**config.mk**
```make
export PLATFORM = sky130hd
export DESIGN_NAME = cpu_step_ctrl
export DESIGN_NICKNAME = d
export VERILOG_FILES = /design/src/rtl/cpu_ctrl_pkg.sv /design/src/rtl/cpu_step_ctrl_bp_match.sv /design/src/rtl/cpu_step_ctrl.sv
export SDC_FILE = /design/constraint.sdc
export NUM_CORES = 1
export LEC_CHECK = 0
export CORE_ASPECT_RATIO = 1.4
export CORE_MARGIN = 1
export CORE_UTILIZATION = 46
export DETAILED_ROUTE_END_ITERATION = 10
export GPL_ROUTABILITY_DRIVEN = 0
export PLACE_DENSITY = 0.95
export SLEW_MARGIN = 5
export SYNTH_ARGS = -nofsm -noshare
export SYNTH_HDL_FRONTEND = slang
export SYNTH_HIERARCHICAL = 1
export SYNTH_SLANG_ARGS = --single-unit
```
**constraint.sdc**
```tcl
create_clock -name Clock -period 5.1 [get_ports Clock]
set_input_delay 1.02 -clock Clock [delete_from_list [all_inputs] [get_ports Clock]]
set_output_delay 1.02 -clock Clock [all_outputs]
set_load 0.01 [all_outputs]
```
**src/rtl/cpu_ctrl_pkg.sv**
```systemverilog
// Shared constants for the CPU run/halt/step controller.
// State encoding and default widths.
package cpu_ctrl_pkg;

  typedef enum logic [1:0] {
    HALT = 2'b00,
    RUN  = 2'b01,
    STEP = 2'b10
  } state_t;

  localparam int CYC_W_DEF  = 32;
  localparam int STEP_W_DEF = 8;

endpackage

```
**src/rtl/cpu_step_ctrl_bp_match.sv**
```systemverilog
// PC breakpoint comparator.
// Skip masks the match once so a resumed CPU can leave the breakpoint.
module bp_match (
  input  logic        en,
  input  logic        skip,
  input  logic [31:0] addr,
  input  logic [31:0] pc,
  output logic        hit
);

  assign hit = en & (pc == addr) & ~skip;

endmodule

```
**src/rtl/cpu_step_ctrl.sv**
```systemverilog
// Run/halt/single-step controller producing the CPU clock enable.
// Also holds the sticky breakpoint flag and the retired counter.
module cpu_step_ctrl
  import cpu_ctrl_pkg::*;
#(
  parameter int CYC_W  = CYC_W_DEF,
  parameter int STEP_W = STEP_W_DEF
) (
  input  logic              Clock,
  input  logic              Resetn,
  input  logic              cmd_run,
  input  logic              cmd_halt,
  input  logic              cmd_step,
  input  logic [STEP_W-1:0] step_count,
  input  logic              bp_en,
  input  logic [31:0]       bp_addr,
  input  logic [31:0]       PC,
  output logic              cpu_en,
  output logic [1:0]        state,
  output logic              halted,
  output logic              bp_hit,
  output logic [CYC_W-1:0]  retired
);

  state_t            st;
  logic [STEP_W-1:0] remaining;
  logic              bp_skip;
  logic              match;

  bp_match u_bp (
    .en   (bp_en),
    .skip (bp_skip),
    .addr (bp_addr),
    .pc   (PC),
    .hit  (match)
  );

  assign cpu_en = (st != HALT) & ~match;
  assign state  = st;
  assign halted = (st == HALT);

  always_ff @(posedge Clock or posedge Resetn) begin
    if (Resetn) begin
      st        <= HALT;
      remaining <= '0;
      bp_skip   <= 1'b0;
      bp_hit    <= 1'b0;
      retired   <= '0;
    end else begin
      if (cpu_en) begin
        retired <= retired + CYC_W'(1);
        bp_skip <= 1'b0;
      end
      unique case (st)
        HALT: begin
          if (cmd_halt) begin
            st <= HALT;
          end else if (cmd_step) begin
            st        <= STEP;
            remaining <= (step_count == '0)
                         ? STEP_W'(1) : step_count;
            bp_skip   <= 1'b1;
            bp_hit    <= 1'b0;
          end else if (cmd_run) begin
            st      <= RUN;
            bp_skip <= 1'b1;
            bp_hit  <= 1'b0;
          end
        end
        RUN, STEP: begin
          if (st == STEP && cpu_en)
            remaining <= remaining - STEP_W'(1);
          // A breakpoint wins over halt so bp_hit is always recorded
          if (match) begin
            st     <= HALT;
            bp_hit <= 1'b1;
          end else if (cmd_halt) begin
            st <= HALT;
          end else if (st == STEP && cpu_en
                       && remaining == STEP_W'(1)) begin
            st <= HALT;
          end
        end
        default: st <= HALT;
      endcase
    end
  end

endmodule

```
# Word level (Yosys, flattened, before mapping)
# Cells that the tools add are included.
# W data, S select, Z words.
dict set report word_totals {
  register_bits 44
  in_bits 78
  wordCells 55
}
dict set report op_classes {
  n_addsub 2
  eq_ne 11
  muxes 22
  n_bitwise 5
  reduce_logical 10
}
# cell n
set ops {}
lappend ops {{$add A32 B1 Y32 const B} 1}
lappend ops {{$eq A32 B32 Y1} 1}
lappend ops {{$mux W8} 4}
lappend ops {{$pmux W8 S2} 1}
lappend ops {{$mux W2} 6}
lappend ops {{$mux W1} 9}
lappend ops {{$eq A8 B1 Y1 const B} 1}
lappend ops {{$logic_not A8 Y1} 1}
lappend ops {{$ne A2 B2 Y1 const B} 4}
lappend ops {{$ne A4 B4 Y1 const B} 2}
lappend ops {{$reduce_and A4 Y1} 2}
lappend ops {{$sub A8 B1 Y8 const B} 1}
lappend ops {{$pmux W2 S2} 1}
lappend ops {{$reduce_bool A2 Y1} 2}
lappend ops {{$and A1 B1 Y1} 3}
lappend ops {{$ne A3 B3 Y1 const B} 1}
lappend ops {{$eq A2 B1 Y1 const B} 1}
lappend ops {{$eq A2 B2 Y1 const B} 1}
lappend ops {{$logic_and A1 B1 Y1} 2}
lappend ops {{$logic_not A2 Y1} 1}
lappend ops {{$not A1 Y1} 2}
lappend ops {{$pmux W1 S2} 1}
lappend ops {{$reduce_and A2 Y1} 1}
lappend ops {{$reduce_or A2 Y1} 1}

# Longest topological paths before layout
dict set report logic_depth {
  ltp_word 11
  mapped_depth 9
}

# Modules after synthesis
# Netlist, hierarchy kept.
# module instances cells_per_inst area_per_inst_um2
set by_module_without_submodules {}
lappend by_module_without_submodules {cpu_step_ctrl 1 217 2238.4}
lappend by_module_without_submodules {bp_match 1 44 359.1}

# Least setup slack after synthesis
# Ideal clock, no wire load.
dict set report synth_path {
  path_type {in2reg}
  start {input port bp_addr[25]}
  end {register remaining[0]}
  t_arrival_ps 2984
  t_required_ps 5006
  path_slack_ps 2022
  cell_stages 9
  path_cell_list {xor2_1 nor4_1 nand4_1 nor3_2 nor2_1 a31oi_1 clkbuf_1 nor2_1 a211oi_1}
}
dict set report synth_via {
  elab_chain_len 8
}
# element line_no
set synth_lines {}
lappend synth_lines {{from (decl)} cpu_step_ctrl.sv:16} ;# input logic [31:0] bp_addr,
lappend synth_lines {{$eq A32 B32 Y1} cpu_step_ctrl_bp_match.sv:11} ;# assign hit = en & (pc == addr) & ~skip;
lappend synth_lines {{$and A1 B1 Y1 (2 in a row)} cpu_step_ctrl_bp_match.sv:11}
lappend synth_lines {{named net match} cpu_step_ctrl.sv:28} ;# logic match;
lappend synth_lines {{$not A1 Y1} cpu_step_ctrl.sv:38} ;# assign cpu_en = (st != HALT) & ~match;
lappend synth_lines {{$and A1 B1 Y1} cpu_step_ctrl.sv:38}
lappend synth_lines {{named net cpu_en} cpu_step_ctrl.sv:18} ;# output logic cpu_en,
lappend synth_lines {{$logic_and A1 B1 Y1} cpu_step_ctrl.sv:71} ;# if (st == STEP && cpu_en)
lappend synth_lines {{$ne A2 B2 Y1 (no source line)} n/a}
lappend synth_lines {{$reduce_and A4 Y1 (no source line)} n/a}
lappend synth_lines {{to (signal assigned)} cpu_step_ctrl.sv:60} ;# remaining <= (step_count == '0)
lappend synth_lines {{to (signal assigned)} cpu_step_ctrl.sv:72} ;# remaining <= remaining - STEP_W'(1);
lappend synth_lines {{to (decl)} cpu_step_ctrl.sv:26} ;# logic [STEP_W-1:0] remaining;
# The timed path passes the listed nets, and every way through them passes these cells.
# A chain may end at the register's enable or synchronous reset.

# Worst setup path after layout
dict set report layout_path {
  start {input port bp_addr[30]}
  end {output port cpu_en}
}
dict set report layout_via {
  elab_chain_len 5
}
# element line_no
set layout_lines {}
lappend layout_lines {{$eq A32 B32 Y1} cpu_step_ctrl_bp_match.sv:11}
lappend layout_lines {{$and A1 B1 Y1 (2 in a row)} cpu_step_ctrl_bp_match.sv:11}
lappend layout_lines {{named net match} cpu_step_ctrl.sv:28}
lappend layout_lines {{$not A1 Y1} cpu_step_ctrl.sv:38}
lappend layout_lines {{$and A1 B1 Y1} cpu_step_ctrl.sv:38}
lappend layout_lines {{to (decl)} cpu_step_ctrl.sv:18}
# The timed path passes the listed nets, and every way through them passes these cells.

==> impl_metrics.toml <==
[placement]
portBuffers = 114
dp_hpwl_um = 5510

[worst_setup_path]
start_kind = "input pin"
crit_top_cell = "clkdlybuf4s50_1"
slowest_stage = "clkdlybuf4s50_1"
arrival_ps = 3210
path_max_fanout = 6
critPathCaptureType = "primary output"
r2r_end = "retired[17]"
criticalPathCategory = "in2out"
max_stage_delay_ps = 520
reg2regPathDepth = 6
crit_required_ps = 4080
worstPathCellList = "clkdlybuf4s50_1 -> xor2_1 -> nor4_1 -> nand4_1 -> nor3_2 -> nor2_1 -> clkdlybuf4s50_1"
reg2reg_from = "state[0]"
rrSetupSlack_ps = 2530

[grt]
grt_use_total = 0.248
overflow = 0
grt_max_degree = 45
grt_pass1_vias = 2578
grt_pass1_wl_um = 11500
grt_antenna_before_repair = 0

[sta]
slew_violations = 0
rsz0062_at_grt = "no"
setup_violations = 0
layout_worst_path_cycle_share = 0.829
worstMarginPinSlew_ps = 1010
fin_crit_ps = 4230
final_hold_viol_count = 0
max_slew_margin = 0.320
fmax_ghz = 0.237
finalClockSkew_ps = 7.45
setup_tns_ps = 0

[clocking]
cts_made_buffers = 5
cts.htree.levels = 2
clock-sinks = 44
cts_setup_buffers = 0
cts_tree = "done"
clockBufferDepth = 2
cts_resized = 0
cts_hold_buf = 0
clk_latency_ps = 290
clk_pin_slew_worst_paths_ps = 80
cts_root_buffer = "clkbuf_8"

[worst_hold_path]
hold_path.startpoint = "retired[31]"
min_delay_path_depth = 1
worstHoldEndpoint = "retired[31]"
hold_path_class = "reg2reg"

[floorplanning]
dieArea_sq_um = 5960
core-area_sq_um = 5490
core.rowCount = 32
die_y_um = 90.9
initial_core_util = 0.474
chipWidth_um = 65.5
ios = 115

[routing]
viasPerCell = 5.44
wire_per_inst_um = 15.5
firstDrtPassIters = 4
vias = 2430
wirelength_um = 6930
ant_nets = 0
drc = 0
drt_iter0_markers = 143

[logic_synthesis]
syn_inst = 261
ys_ff_latch = 44
syn-num-nets = 344
synth_cell_types = 37
yosysSeqAreaShare = 0.424
yosysWarnings = 6
syn_area_per_cell_sq_um = 9.95
synth.cell_area_sq_um = 2600

[power]
p_leak_uw = 0.00159
ir_worst_vdd_uv = 188
cellPowerDensity_nw_per_um2 = 335

[layout]
post-route-util = 0.710
final_layout_size_suffix_gt1_frac = 0.0580
area_delta_synth_final_pct = 49.9
finalNetCount = 461
diodes = 0

[run_status]
outcome = "completed"

[run]
cap_viol_max_count = 0
cells in the final DEF (no fill, tap or decap), types with 2 or more instances in the layout:
cell	instances
clkbuf_8	6
a41oi_1	3
a21oi_1	9
o21ai_0	5
xor2_1	39
nor3_2	5
o22a_1	7
inv_1	9
dfrtp_1	44
nor3_1	3
clkdlybuf4s50_1	114
clkinv_2	2
buf_4	2
nand4_1	11
and3_1	6
and4_1	3
nand2_1	17
xnor2_1	24
nor4_1	12
a31oi_1	4
nand3_1	16
nor2_1	16
ha_1	5
nor3b_1	2
worst max path at each step:
stage | cells past startpoint | start | endpoint | slack (ps)
5_1_grt | 7 | bp_addr[30] | cpu_en | 710
4_1_cts | 7 | bp_addr[30] | cpu_en | 880
3_5_place_dp | 7 | bp_addr[30] | cpu_en | 880
2_1_floorplan | 9 | bp_addr[25] | remaining[0] | 2020
3_3_place_gp | 7 | bp_addr[30] | cpu_en | 990
6_report | 7 | bp_addr[30] | cpu_en | 870
registers in the layout (all words and copies together), names as in the netlist:
register	flops
bp_hit	1
state	2
retired	32
remaining	8
bp_skip	1
metrics by stage:
stage                     instances  worst slack, ps  total power [uW]  instance area [sq um]  hold slack [ps]
after floorplan                 261             2020               856                   2600              473
after global placement          439              993              1060                   3800              460
after detailed placement        439              877              1090                   3800              470
after CTS                       447              876              1310                   3890              482
after global routing            447              709              1410                   3890              513
final                           447              873              1310                   3890              483
critical path, delay by kind of cell:
kind / cells / cell delay (ps)
simple gates: 4 / 1090
xor+xnor: 1 / 160
buf+inv: 2 / 930
cell usage after synthesis (all sizes together):
cell type | count | area (sq um)
nand2b | 1 | 6.26
nor2b | 1 | 6.26
nor3 | 8 | 65.1
o21ai | 5 | 25.0
a211oi | 1 | 7.51
buf | 2 | 22.5
nor4 | 13 | 87.6
o22a | 7 | 61.3
a21o | 1 | 7.51
nor4bb | 1 | 10.0
nand4bb | 1 | 11.3
or2 | 1 | 6.26
inv | 9 | 33.8
nor3b | 2 | 15.0
and4 | 3 | 26.3
dfrtp | 44 | 1100
a41oi | 3 | 26.3
ha | 5 | 62.6
nand4 | 11 | 68.8
nand2 | 17 | 63.8
nor2 | 16 | 60.1
a31oi | 4 | 25.0
xor2 | 39 | 342
or4b | 1 | 10.0
a21boi | 1 | 7.51
mux2 | 1 | 11.3
nand3 | 16 | 80.1
a21oi | 9 | 45.0
or4 | 1 | 11.3
xnor2 | 24 | 210
clkbuf | 4 | 15.0
and3 | 6 | 37.5
or3b | 2 | 20.0
a2111oi | 1 | 8.76
power breakdown:
part	switching, uW	leakage, uW	internal (uW)	total [uW]
registers	77.2	0.000573	415	492
logic	292	0.000964	297	589
clock network	117	0.0000510	108	225
total	486	0.00159	820	1310
final cells by class:
cell class / instances / area [sq um]
fill: 421 / 1590
multi-input combinational: 202 / 1430
timing repair buffer: 116 / 1160
sequential: 44 / 1100
tap: 68 / 85.1
clock buffer: 6 / 82.6
inverter: 9 / 33.8
clock inverter: 2 / 10.0
routing by layer:
metal	vias up	wire [um]	global-route usage
li1	1164	-	-
met5	-	0	0
met1	1169	2620	0.269
met3	20	381	0.0669
met2	77	3740	0.448
met4	0	184	0.0870
logic make-up (layout without fill, tap and decap cells):
logic type | after synthesis | in the layout | share of synthesized area
compound gates | 32 | 32 | 0.0824
xor+xnor | 63 | 63 | 0.212
fa+ha+maj | 5 | 5 | 0.0241
buf+inv | 15 | 133 | 0.0275
flops | 44 | 44 | 0.424
mux | 1 | 1 | 0.00433
simple gates | 101 | 101 | 0.225
(Power assumes the default switching activity.)
